[src/rtl/ldm_stm_sequencer.sv]
// Purpose : expands an LDM/STM register list into single-register micro-ops plus an optional base-writeback micro-op.
// Latency : first micro-op is presented the cycle after start is sampled in IDLE; one micro-op per cycle while uop_ready is high.
// Backpressure: uop_ready low holds every uop_* output stable; outputs depend only on registered state, never on uop_ready.
//
// Ports:
//   clk, reset      clock and synchronous active-low reset
//   start           Decode holds a block transfer (sampled only in IDLE)
//   RegList         register list, one bit per architectural register
//   PBit/UBit/WBit  pre-index / increment / base-writeback
//   SBit            user-bank request (only meaningful with LDMSTM_USERBANK_EN)
//   uop_ready       pipeline accepts the presented micro-op
//   uop_valid       micro-op presented
//   uop_reg         transfer register index (0 for writeback)
//   uop_offset      signed byte offset from Rn, replaces ExtImm
//   uop_wb          writeback micro-op (Rn <= Rn + uop_offset)
//   uop_last        final micro-op of the sequence
//   uop_user        transfer uses the user register bank
//   busy            sequence in progress, stalls Fetch/Decode
//
// Build option: define LDMSTM_USERBANK_EN to honour SBit (user-bank transfers, writeback suppressed).

module ldm_stm_sequencer #(
  parameter int NREG = 16,
  parameter int STEP = 4
) (
  input  logic                    clk,
  input  logic                    reset,
  input  logic                    start,
  input  logic [NREG-1:0]         RegList,
  input  logic                    PBit,
  input  logic                    UBit,
  input  logic                    WBit,
  input  logic                    SBit,
  input  logic                    uop_ready,
  output logic                    uop_valid,
  output logic [$clog2(NREG)-1:0] uop_reg,
  output logic [31:0]             uop_offset,
  output logic                    uop_wb,
  output logic                    uop_last,
  output logic                    uop_user,
  output logic                    busy
);

  localparam int RW = $clog2(NREG);
  localparam int CW = $clog2(NREG + 1);

  // S_EMPTY is the single busy cycle for an empty list without writeback.
  typedef enum logic [1:0] {
    S_IDLE  = 2'd0,
    S_XFER  = 2'd1,
    S_WB    = 2'd2,
    S_EMPTY = 2'd3
  } state_t;

  state_t          r_state;
  state_t          w_next;

  logic [NREG-1:0] r_mask;
  logic [CW-1:0]   r_count;
  logic [31:0]     r_offset;
  logic            r_up;
  logic            r_wb_en;
  logic            r_user;

  logic [CW-1:0]   w_pop;
  logic [31:0]     w_span;
  logic [31:0]     w_start_off;
  logic [NREG-1:0] w_low;
  logic [RW-1:0]   w_low_idx;
  logic            w_single;
  logic [31:0]     w_wb_mag;
  logic [31:0]     w_wb_off;
  logic            w_user_req;
  logic            w_wb_req;

  // User-bank transfers never write back the base; a list containing the PC
  // is a PSR restore and stays on the current bank.
`ifdef LDMSTM_USERBANK_EN
  assign w_user_req = SBit & ~RegList[NREG-1];
  assign w_wb_req   = WBit & ~w_user_req;
`else
  logic w_unused_sbit;
  assign w_unused_sbit = SBit;
  assign w_user_req    = 1'b0;
  assign w_wb_req      = WBit;
`endif

  always_comb begin
    w_pop = '0;
    for (int i = 0; i < NREG; i++) begin
      w_pop = w_pop + CW'(RegList[i]);
    end
  end

  assign w_span = 32'(STEP * int'(w_pop));

  // Offset of the first (lowest-numbered) register; later registers always
  // step upward, so descending modes start below Rn.
  always_comb begin
    w_start_off = '0;
    case ({PBit, UBit})
      2'b01:   w_start_off = '0;
      2'b11:   w_start_off = 32'(STEP);
      2'b00:   w_start_off = 32'(STEP) - w_span;
      default: w_start_off = 32'(0) - w_span;
    endcase
  end

  // Isolate the lowest set bit of the remaining mask.
  assign w_low    = r_mask & (~r_mask + NREG'(1));
  assign w_single = ((r_mask & ~w_low) == '0);

  always_comb begin
    w_low_idx = '0;
    for (int i = NREG - 1; i >= 0; i--) begin
      if (r_mask[i]) begin
        w_low_idx = RW'(i);
      end
    end
  end

  // An empty list still moves the base by a full register-file span.
  assign w_wb_mag = 32'(STEP * ((r_count == '0) ? NREG : int'(r_count)));
  assign w_wb_off = r_up ? w_wb_mag : (32'(0) - w_wb_mag);

  always_ff @(posedge clk) begin
    if (!reset) begin
      r_state <= S_IDLE;
    end else begin
      r_state <= w_next;
    end
  end

  always_ff @(posedge clk) begin
    if (!reset) begin
      r_mask   <= '0;
      r_count  <= '0;
      r_offset <= '0;
      r_up     <= 1'b0;
      r_wb_en  <= 1'b0;
      r_user   <= 1'b0;
    end else begin
      case (r_state)
        S_IDLE: begin
          if (start) begin
            r_mask   <= RegList;
            r_count  <= w_pop;
            r_offset <= w_start_off;
            r_up     <= UBit;
            r_wb_en  <= w_wb_req;
            r_user   <= w_user_req;
          end
        end
        S_XFER: begin
          if (uop_ready) begin
            r_mask   <= r_mask & ~w_low;
            r_offset <= r_offset + 32'(STEP);
          end
        end
        default: begin
        end
      endcase
    end
  end

  always_comb begin
    w_next     = r_state;
    uop_valid  = 1'b0;
    uop_reg    = '0;
    uop_offset = '0;
    uop_wb     = 1'b0;
    uop_last   = 1'b0;
    uop_user   = 1'b0;
    busy       = 1'b0;
    case (r_state)
      S_IDLE: begin
        if (start) begin
          if (w_pop != '0) begin
            w_next = S_XFER;
          end else if (w_wb_req) begin
            w_next = S_WB;
          end else begin
            w_next = S_EMPTY;
          end
        end
      end
      S_XFER: begin
        uop_valid  = 1'b1;
        uop_reg    = w_low_idx;
        uop_offset = r_offset;
        uop_user   = r_user;
        uop_last   = w_single & ~r_wb_en;
        busy       = 1'b1;
        if (uop_ready && w_single) begin
          w_next = r_wb_en ? S_WB : S_IDLE;
        end
      end
      S_WB: begin
        uop_valid  = 1'b1;
        uop_wb     = 1'b1;
        uop_last   = 1'b1;
        uop_offset = w_wb_off;
        busy       = 1'b1;
        if (uop_ready) begin
          w_next = S_IDLE;
        end
      end
      default: begin
        busy   = 1'b1;
        w_next = S_IDLE;
      end
    endcase
  end

endmodule

[config.mk]
export PLATFORM = sky130hd
export DESIGN_NAME = ldm_stm_sequencer
export DESIGN_NICKNAME = d
export VERILOG_FILES = /design/src/rtl/ldm_stm_sequencer.sv
export SDC_FILE = /design/constraint.sdc
export NUM_CORES = 1
export LEC_CHECK = 0
export BUFFER_PORTS_ARGS = -buffer_cell sky130_fd_sc_hd__buf_2
export CORE_MARGIN = 2
export CORE_UTILIZATION = 58
export DETAILED_ROUTE_END_ITERATION = 8
export PLACE_DENSITY = 0.9
export SYNTH_ARGS = -nofsm -noshare
export SYNTH_HDL_FRONTEND = slang
export SYNTH_SLANG_ARGS = --single-unit
export TNS_END_PERCENT = 1
[constraint.sdc]
create_clock -name clk -period 5.3 [get_ports clk]
set_input_delay 0.265 -clock clk [delete_from_list [all_inputs] [get_ports clk]]
set_output_delay 0.265 -clock clk [all_outputs]
set_load 0.02 [all_outputs]
### Word-level counts from Yosys, hierarchy flattened

Cells that the tools add are included.
Widths: inputs -> output; s select.

* bitwise gates (word level): 6
* mux-type cells: 38
* $add $sub $neg: 20
* equality and inequality tests: 8
* reductions and logical operators: 11

Operators by type and width (count)
* $pmux 32 s2: 2
* $mux 32: 3
* $pmux 32 s3: 1
* $mux 4: 17
* $add 5x1->5: 11
* $add 32x3->32 const B: 1
* $and 16x16->16: 2
* $mux 16: 2
* $not 16->16: 2
* $pmux 16 s2: 1
* $add 16x1->16 const B: 1
* $logic_not 16->1: 1
* $sub 1x7->8 const A: 2
* $mux 2: 5
* $ne 2x2->1 const B: 4
* $sub 3x7->8 const A: 1
* $pmux 2 s3: 1
* $reduce_and 3->1: 2
* $add 4x1->5: 1
* $logic_not 5->1: 1
* $mux 5: 1
* $reduce_bool 5->1: 1
* $add 3x1->4: 1
* $eq 2x1->1 const B: 2
* 12 further kinds: 17

* output and inout port bits: 41
* register bits after elaboration: 57
* input bits: 24
* word-level logic and storage cells: 89

### Logic depth before layout (Yosys ltp)

Gate-level depths: netlist of the first run.

* word-level depth: 19
* depth in mapped cells: 17

### Worst setup path after synthesis of the first run

Ideal clock, no wire load.

* path type: input port to flip-flop
* start point: input RegList[0]
* end point: register r_offset[29]
* arrival time: 4391 ps
* data required time: 5183 ps
* stages: 17
* path slack: 792 ps
* buffers on the path: 2
* cells stage by stage: inv_1 fa_1 fa_1 fa_1 fa_1 inv_1 ha_1 inv_1 fa_1 xor2_1 ha_1 a21boi_1 a311o_1 buf_2 buf_4 o41ai_1 a32o_1

* cells in the longest elaborated chain, start to end: 19

Ends and longest elaborated chain
* start, declared: RTL line 29 `input logic [NREG-1:0] RegList,`
* $add 1x1->2 (*): RTL line 91 `w_pop = w_pop + CW'(RegList[i]);`
* $add 2x1->3 (*): RTL line 91
* $add 3x1->4 (*): RTL line 91
* $add 4x1->5 (*): RTL line 91
* $add 5x1->5 (*) (11 in a row): RTL line 91
* $sub 1x7->8 or $sub 3x7->8 (tied branches): RTL line 105, 104
* $pmux 32 s3 (*): RTL line 101 `case ({PBit, UBit})`
* $mux 32 (*): RTL line 145 `if (start) begin`
* $pmux 32 s2 (*): RTL line 143 `case (r_state)`
* end signal, assigned: RTL line 148 `r_offset <= w_start_off;`
* end signal, assigned: RTL line 157 `r_offset <= r_offset + 32'(STEP);`
* end, declared: RTL line 60 `logic [31:0] r_offset;`

Mark *: on every way between the ends. The rest lies on a longest branch, timed or not. The select of a mux whose other input is x is not followed.
A chain may end at the register's enable or synchronous reset.

### Worst setup path in the final report of the first run

* start point: input RegList[0]
* end point: register r_offset[20]

The elaborated chain is that of the path after synthesis.

==> results of run 1 <==
registers in the layout (all words and copies together) (netlist names):
register	flops
r_up	1
r_offset	30
r_count	5
r_state	2
r_mask	16
r_wb_en	1
synthesized netlist by cell type, types with 5 or more instances:
cell type / number / share of area
nand2_1: 91 / 0.076
dfxtp_1: 55 / 0.25
inv_1: 39 / 0.033
a21oi_1: 35 / 0.039
clkbuf_1: 32 / 0.027
nor2_1: 31 / 0.026
a21boi_1: 25 / 0.042
nor2b_1: 23 / 0.032
o21ai_0: 21 / 0.023
nand3_1: 18 / 0.020
nor3_1: 17 / 0.019
o21ai_1: 17 / 0.019
a22oi_1: 15 / 0.025
ha_1: 14 / 0.039
a21boi_0: 10 / 0.017
fa_1: 10 / 0.045
buf_2: 8 / 0.0089
buf_4: 8 / 0.013
nand4_1: 8 / 0.011
a32o_1: 7 / 0.016
and2_1: 6 / 0.0084
and3_1: 6 / 0.0084
o221a_1: 6 / 0.015
o22ai_1: 5 / 0.0070
o41ai_1: 5 / 0.0098
xor2_1: 5 / 0.0098
cell type report:
class / count / area, um2
Sequential cell: 55 / 1100
Clock inverter: 2 / 35.0
Timing Repair Buffer: 67 / 353
Multi-Input combinational cell: 455 / 3010
Tap cell: 102 / 128
Fill cell: 679 / 2750
Clock buffer: 6 / 82.6
Inverter: 39 / 146
logic make-up (layout without fill, tap and decap cells):
kind of cell,after synthesis,in the layout,share of synthesized area
xor gates and xnor gates,6,6,0.0117
other,1,3,0.000838
DFF,55,55,0.246
and+or+nand+nor,225,225,0.256
muxes,3,3,0.00671
adders and majority gates,26,26,0.0884
buffers and inverters,91,114,0.0853
AOI/OAI and AO/OA,192,192,0.305
worst min path at each step:
| stage | start | end | slack, ps | depth (start not counted) |
|---|---|---|---|---|
| floorplan | RegList[10] | r_mask[10]$_SDFFE_PN0P_ | 400 | 2 |
| detailed placement | r_state[0]$_SDFFE_PN0P_ | r_state[0]$_SDFFE_PN0P_ | 490 | 2 |
| CTS | RegList[3] | r_mask[3]$_SDFFE_PN0P_ | 190 | 3 |
| global route | RegList[10] | r_mask[10]$_SDFFE_PN0P_ | 220 | 3 |
| global placement | r_state[1]$_SDFFE_PN0P_ | r_state[1]$_SDFFE_PN0P_ | 470 | 2 |
| finish | RegList[3] | r_mask[3]$_SDFFE_PN0P_ | 200 | 3 |
worst max-delay path: cells and delay by family:
| family | cells | cell delay (ps) |
|---|---|---|
| compound gates | 4 | 890 |
| buf+inv | 5 | 500 |
| fa+ha+maj | 7 | 2800 |
| xor+xnor | 1 | 220 |
stage by stage:
stage	utilization	setup slack, ps
after floorplan	-	792
after global placement	0.623	648
after detailed placement	0.623	568
after CTS	0.639	896
after global routing	0.639	653
final	0.639	847
power by group through the flow:
stage	registers (mW)	clock network, mW	logic [mW]
5_1_grt	0.844	0.308	2.06
6_report	0.817	0.296	1.87
3_5_place_dp	0.816	0	1.83
4_1_cts	0.806	0.296	1.84
2_1_floorplan	0.707	0	1.50
3_3_place_gp	0.803	0	1.74
metal layers:
metal | GRT usage | share of wire | wire [um] | vias to the layer above
met4 | 0.109 | 0.027 | 316 | 0
met5 | 0 | 0 | 0 | -
met1 | 0.370 | 0.43 | 4960 | 2118
met3 | 0.0288 | 0.082 | 940 | 32
li1 | - | - | - | 2184
met2 | 0.449 | 0.46 | 5290 | 227
==> flow_summary.yaml, run 1 <==
layout:
  layout-drive-gt1-share: 0.141
  final_common_cell: "nand2_1"
  final_cell_mix: "nand2_1 (91), buf_2 (60), dfxtp_1 (55)"
  areaGrowthSynthToFinish_pct: 8.59
  antennaDiodeCount: 0
  design_area_mm2: 0.00486
  layout.nets: 671
  fin_cells: 726
worst_setup_path:
  cp_data_arrival_time_ps: 4670
  cp-endpoint: "r_offset[20]$_SDFFE_PN0P_"
  r2r_slack_ps: 2620
  reg2reg_from: "r_state[0]$_SDFFE_PN0P_"
  crit_path_max_incr_delay_ps: 640
  worstSetupStartpointType: "input port"
  cp-startpoint: "RegList[0]"
  worstSetupEndpointType: "register"
  crit_path_frequent_cell: "fa_1"
  path_class: "in -> reg"
  critical_path.slowest_cell: "fa_1"
  cp_max_fo: 17
  cp.required_ps: 5510
  r2r_end: "r_offset[9]$_SDFFE_PN0P_"
  path_cells: "buf_2 > inv_1 > fa_1 > fa_1 > fa_1 > fa_1 > inv_1 > ha_1 > inv_1 > fa_1 > xor2_1 > ha_1 > a21boi_1 > a311o_1 > buf_4 > a21oi_1 > o221a_1"
  reg2regPathDepth: 7
clock_tree:
  cts_buffers: 5
  hold_buffers: 0
  clkTransAtPathRegs_ps: 110
  cts-root-buf: "clkbuf_8"
  cts.htree.levels: 2
  ctsResizeCount: 0
  clk-insertion-delay-late_ps: 310
  cts_sinks: 55
  cts_tree: "yes"
  cts_setup_buffers: 0
  clock_path_buffers: 2
timing:
  whs_ps: 195
  period_minus_slack_ps: 4450
  rsz0062_at_grt: "no"
  clock_skew_ps: 15.8
  hold_viol: 0
  timing.fmax_mhz: 225
  slew_headroom: 0.176
  fin_crit_sh: 0.840
  setup_tns_ps: 0
  drv_slew: 0
  tightest_slew_ps: 1230
  setup_violations: 0
place:
  dpl-instance-area_mm2: 0.00474
  dp_hpwl_mm: 8.11
  dp_cells: 718
  place.gp.congestion: 0.862
  io_buffers: 60
floorplanning:
  rows: 32
  die_area_mm2: 0.00843
  start_util: 0.588
  die_h_um: 91.8
  fp.dieW_um: 91.8
  fp.coreArea_mm2: 0.00761
  io_pins: 65
hold_path:
  hold_class: "in -> reg"
yosys:
  ys_seq_elements: 55
  ys_types: 71
  async_flop_share: 0
  synth_area_per_cell_um2: 7.47
  syn_inst: 599
  synth_ff_type: "dfxtp_1"
  ys.warnings.count: 0
  synth_edf_count: 0
  syn_area_mm2: 0.00447
  synth_seq_area_share: 0.246
power_and_ir_drop:
  p_seq_frac: 0.274
  switching_share: 0.502
  pwr-share-clk: 0.099
  combPwrFrac: 0.626
  p_sw_mw: 1.50
  p_total_mw: 2.98
  leakagePower_nw: 1.97
  p_int_mw: 1.48
  ir_worst_vdd_mv: 0.401
  p_per_area_mw_per_mm2: 613
global_route:
  antenna_found_initial: 0
  grt_overflow_total: 0
  grt_pass1_vias: 4164
  grt_usage: 0.273
  grt_max_degree: 56
  grt_first_pass_wirelength_mm: 19.2
route:
  vias: 4561
  post_drt_wl_per_cell_um: 15.9
  ant_nets: 0
  viasPerCell: 6.28
  routed_wirelength_mm: 11.5
  first_pass_iters: 5
  drt_iter0_drc: 353
  route.detailed.drc: 0
flow_run:
  cap_violations: 0
outcome:
  status: "completed"
No activity file was read; power rests on OpenSTA's default activity.
==> run 2: changes to the inputs <==
==> constraint.sdc (replaced) <==
create_clock -name clk -period 4.2 [get_ports clk]
set_input_delay 0.21 -clock clk [delete_from_list [all_inputs] [get_ports clk]]
set_output_delay 0.21 -clock clk [all_outputs]
set_load 0.02 [all_outputs]
==> flow_summary.yaml, run 2 (same netlist as run 1, synthesis figures left out) <==
power_and_ir_drop:
  p_seq_frac: 0.258
  pwr-share-clk: 0.095
  switching_share: 0.502
  p_sw_mw: 2.02
  p_int_mw: 2.00
  ir_worst_vdd_mv: 0.652
  leakagePower_nw: 2.04
  combPwrFrac: 0.647
  p_per_area_mw_per_mm2: 802
timing:
  setup_violations: 0
  clock_skew_ps: 13.6
  whs_ps: 139
  slew_headroom: 0.194
  fin_crit_sh: 0.983
  timing.fmax_mhz: 242
  hold_viol: 0
  period_minus_slack_ps: 4130
  tightest_slew_ps: 1200
  drv_slew: 0
clock_tree:
  clkTransAtPathRegs_ps: 110
  cts.htree.levels: 2
  clk-insertion-delay-late_ps: 320
  clock_path_buffers: 2
  cts_buffers: 5
  hold_buffers: 0
  cts-root-buf: "clkbuf_8"
  cts_sinks: 55
  cts_setup_buffers: 0
  cts_tree: "yes"
floorplanning:
  start_util: 0.588
  rows: 32
  io_pins: 65
  die_h_um: 91.8
  die_area_mm2: 0.00843
  fp.dieW_um: 91.8
  fp.coreArea_mm2: 0.00761
route:
  post_drt_wl_per_cell_um: 16.9
  route.detailed.drc: 0
  first_pass_iters: 5
  routed_wirelength_mm: 12.5
  vias: 4704
  ant_nets: 0
  drt_iter0_drc: 394
  viasPerCell: 6.37
global_route:
  antenna_found_initial: 0
  grt_first_pass_wirelength_mm: 20.3
  grt_max_degree: 62
  grt_overflow_total: 0
  grt_usage: 0.290
  grt_pass1_vias: 4337
worst_setup_path:
  worstSetupEndpointType: "register"
  worstSetupStartpointType: "input port"
  cp.required_ps: 4450
  cp_max_fo: 5
  cp_data_arrival_time_ps: 4380
  path_class: "in -> reg"
  r2r_slack_ps: 1490
layout:
  regMostFlops: "r_offset"
  areaGrowthSynthToFinish_pct: 12.0
  largestRegisters: "r_offset: 30 flops, r_mask: 16 flops, r_count: 5 flops"
  fillers: 628
  fin_cells: 739
  largest_register_ffs: 30
  antennaDiodeCount: 0
  regArea_mm2: 0.00110
  final_cell_mix: "nand2_1 (91), buf_2 (61), dfxtp_1 (55)"
  multi_input_area_mm2: 0.00307
  final_common_cell: "nand2_1"
  layout-drive-gt1-share: 0.168
  layout.nets: 684
outcome:
  status: "completed"
place:
  dp_cells: 730
  dp_hpwl_mm: 8.49
  io_buffers: 60
  place.gp.congestion: 0.938
hold_path:
  hold_class: "in -> reg"
flow_run:
  cap_violations: 0
-- run 2: changes by cell type in the layout (fill, tap and decap cells not counted), sizes merged --
cell / previous run / this run
buf: 67 / 80
-- run 2: what timing repair did --
| action | CTS | global route |
|---|---|---|
| endpoints found under the setup margin | 0 | 7 |
| resized for setup | 0 | 3 |
| endpoints found under the hold margin | 0 | 0 |
-- run 2: worst max-delay path, cell delays in order --
cell,delay [ps]
buf_2,80
inv_1,80
fa_1,580
fa_1,440
fa_1,510
fa_1,420
inv_1,70
ha_2,180
inv_1,50
fa_2,380
xor2_4,170
ha_2,170
a21boi_4,130
buf_4,140
a311oi_4,340
buf_6,180
a211oi_1,50
nor3_1,200
-- run 2: stage by stage --
stage	setup slack (ps)	instance area [um2]	util	total power [mW]	TNS, ps
2_1_floorplan	-1.61	4540	-	2.87	-3.22
6_report	71.6	5010	0.659	4.02	0
4_1_cts	69.3	4990	0.656	3.93	0
3_5_place_dp	-251	4870	0.641	3.52	-4490
5_1_grt	-12.7	5010	0.659	4.29	-12.7
3_3_place_gp	-143	4870	0.641	3.38	-2390
-- run 2: layout make-up --
type / instances / share of cell area
tap: 102 / 0.0255
inverter: 39 / 0.0292
clock buffer: 6 / 0.0165
multi-input combinational: 455 / 0.612
clock inverter: 2 / 0.00699
sequential: 55 / 0.220
timing repair buffer: 80 / 0.0901
-- run 2: power by group through the flow --
stage	combinational, mW	sequential (mW)	clock (mW)
2_1_floorplan	1.98	0.892	0
5_1_grt	2.83	1.07	0.398
4_1_cts	2.53	1.02	0.377
3_3_place_gp	2.37	1.01	0
3_5_place_dp	2.49	1.03	0
6_report	2.60	1.04	0.384
-- run 2: metal layers --
metal	global-route usage	vias to the layer above	wire length, um
li1	-	2199	-
met5	0	-	0
met4	0.123	0	341
met3	0.0592	38	883
met2	0.480	235	6020
met1	0.367	2232	5270
-- run 2: worst paths after layout --
path / endpoint / start / cells past startpoint
max reg2reg: r_offset[31]$_SDFFE_PN0P_ / r_state[0]$_SDFFE_PN0P_ / 8
min reg2reg: r_state[0]$_SDFFE_PN0P_ / r_state[0]$_SDFFE_PN0P_ / 2
min: r_mask[10]$_SDFFE_PN0P_ / RegList[10] / 3
max: r_offset[12]$_SDFFE_PN0P_ / RegList[0] / 18
==> run 3: changes to the inputs <==
--- a/config.mk
+++ b/config.mk
@@ -9,6 +9,7 @@
 export CORE_MARGIN = 2
 export CORE_UTILIZATION = 58
 export DETAILED_ROUTE_END_ITERATION = 8
+export GPL_TIMING_DRIVEN = 0
 export PLACE_DENSITY = 0.9
 export SYNTH_ARGS = -nofsm -noshare
 export SYNTH_HDL_FRONTEND = slang
==> flow_summary.yaml, run 3 (same netlist as run 1, synthesis figures left out) <==
outcome:
  status: "completed"
route:
  vias: 4934
  route.detailed.drc: 0
  routed_wirelength_mm: 13.5
  viasPerCell: 6.37
  post_drt_wl_per_cell_um: 17.4
  first_pass_iters: 5
  drt_iter0_drc: 481
  ant_nets: 0
place:
  pre_cts_ws_ps: -457
  io_buffers: 57
  dp_hpwl_mm: 9.58
  place.gp.congestion: 0.918
  dp_cells: 760
global_route:
  grt_first_pass_wirelength_mm: 21.7
  grt_usage: 0.314
  antenna_found_initial: 0
  grt_pass1_vias: 4444
  grt_max_degree: 17
  grt_overflow_total: 0
floorplanning:
  fp.coreArea_mm2: 0.00761
  start_util: 0.588
  io_pins: 65
  fp.dieW_um: 91.8
  rows: 32
  die_h_um: 91.8
  die_area_mm2: 0.00843
layout:
  final_common_cell: "nand2_1"
  largestRegisters: "r_offset: 30 flops, r_mask: 16 flops, r_count: 5 flops"
  areaGrowthSynthToFinish_pct: 15.7
  fin_cells: 775
  layout-drive-gt1-share: 0.163
  final_cell_mix: "nand2_1 (90), buf_2 (64), dfxtp_1 (55)"
  antennaDiodeCount: 0
  largest_register_ffs: 30
  layout.nets: 720
  regMostFlops: "r_offset"
clock_tree:
  hold_buffers: 0
  clkTransAtPathRegs_ps: 100
  cts-root-buf: "clkbuf_8"
  cts_sinks: 55
  cts_tree: "yes"
  clock_path_buffers: 2
  clk-insertion-delay-late_ps: 320
  cts.htree.levels: 2
  cts_buffers: 5
timing:
  rsz0062_at_grt: "yes"
  tightest_slew_ps: 789
  hold_viol: 0
  fin_crit_sh: 0.999
  period_minus_slack_ps: 4200
  clock_skew_ps: 8.92
  fin_ws_ps: 3.49
  timing.fmax_mhz: 238
  slew_headroom: 0.468
  whs_ps: 150
  setup_violations: 0
  drv_slew: 0
worst_setup_path:
  path_class: "in -> reg"
  cp.required_ps: 4420
  critical_path.slowest_cell: "fa_2"
  cp_max_fo: 10
  worstSetupStartpointType: "input port"
  worstSetupEndpointType: "register"
  cp_data_arrival_time_ps: 4420
  crit_path_max_incr_delay_ps: 590
  crit_path_frequent_cell: "fa_1"
  path_cells: "buf_2 > inv_2 > fa_1 > fa_1 > fa_1 > fa_1 > inv_1 > ha_2 > inv_1 > fa_2 > ha_2 > a21boi_4 > a311o_1 > buf_6 > buf_8 > o41ai_1 > a32o_1"
power_and_ir_drop:
  leakagePower_nw: 2.10
  ir_worst_vdd_mv: 0.632
  p_per_area_mw_per_mm2: 811
hold_path:
  hold_class: "in -> reg"
flow_run:
  cap_violations: 0
[run 3: cell types whose count changed in the layout (fill, tap and decap cells not counted), sizes merged]
cell and delta:
buf +4, bufinv +1, clkbuf +32, clkinv -1
[run 3: area by class of cell]
cell class                 instances  area (um2)
buffer                            52         249
clock buffer                       6        72.6
clock inverter                     2        60.1
fill                             641        2430
inverter                          39         146
multi-input combinational        455        3070
sequential                        55        1100
tap                              102         128
timing repair buffer              64         350
[run 3: per-stage QoR]
step                      instance area (um2)  utilization  power, mW  setup TNS (ps)
after floorplan                          4540            -       2.87           -3.22
after global placement                   4950        0.650       3.40           -7660
after detailed placement                 4950        0.650       3.51          -10000
after CTS                                5090        0.670       3.96            -114
after global routing                     5170        0.680       4.48           -2090
final                                    5170        0.680       4.20               0
[run 3: layer usage]
| layer | wire, um | GRT usage | up-vias |
|---|---|---|---|
| met5 | 0 | 0 | - |
| met4 | 474 | 0.128 | 0 |
| met3 | 1260 | 0.0518 | 59 |
| met2 | 6280 | 0.512 | 336 |
| met1 | 5480 | 0.415 | 2268 |
| li1 | - | - | 2271 |
[run 3: timing repair]
action / in CTS / in global routing
setup buffers: 0 / 7
setup endpoints to repair: 22 / 24
resized for setup: 4 / 3
pin swaps: 5 / 5
[run 3: final timing paths]
check,slack (ps),startpoint,cells after the start,to
worst max-delay path,3,RegList[15],17,r_offset[25]$_SDFFE_PN0P_
worst min-delay path,150,RegList[10],3,r_mask[10]$_SDFFE_PN0P_
worst max register to register,1390,r_state[0]$_SDFFE_PN0P_,9,r_mask[3]$_SDFFE_PN0P_
worst min register to register,500,r_state[1]$_SDFFE_PN0P_,2,r_state[1]$_SDFFE_PN0P_
[run 3: power by group]
group          switching, mW  total (mW)  internal [mW]
clock                  0.185       0.424          0.239
sequential             0.250       0.964          0.714
combinational           1.67        2.81           1.14
[run 3: worst max-delay path: cells and delay by family]
| kind | cells | cell delay [ps] |
|---|---|---|
| fa+ha+maj | 7 | 2910 |
| buf+inv | 6 | 550 |
| compound gates | 4 | 730 |
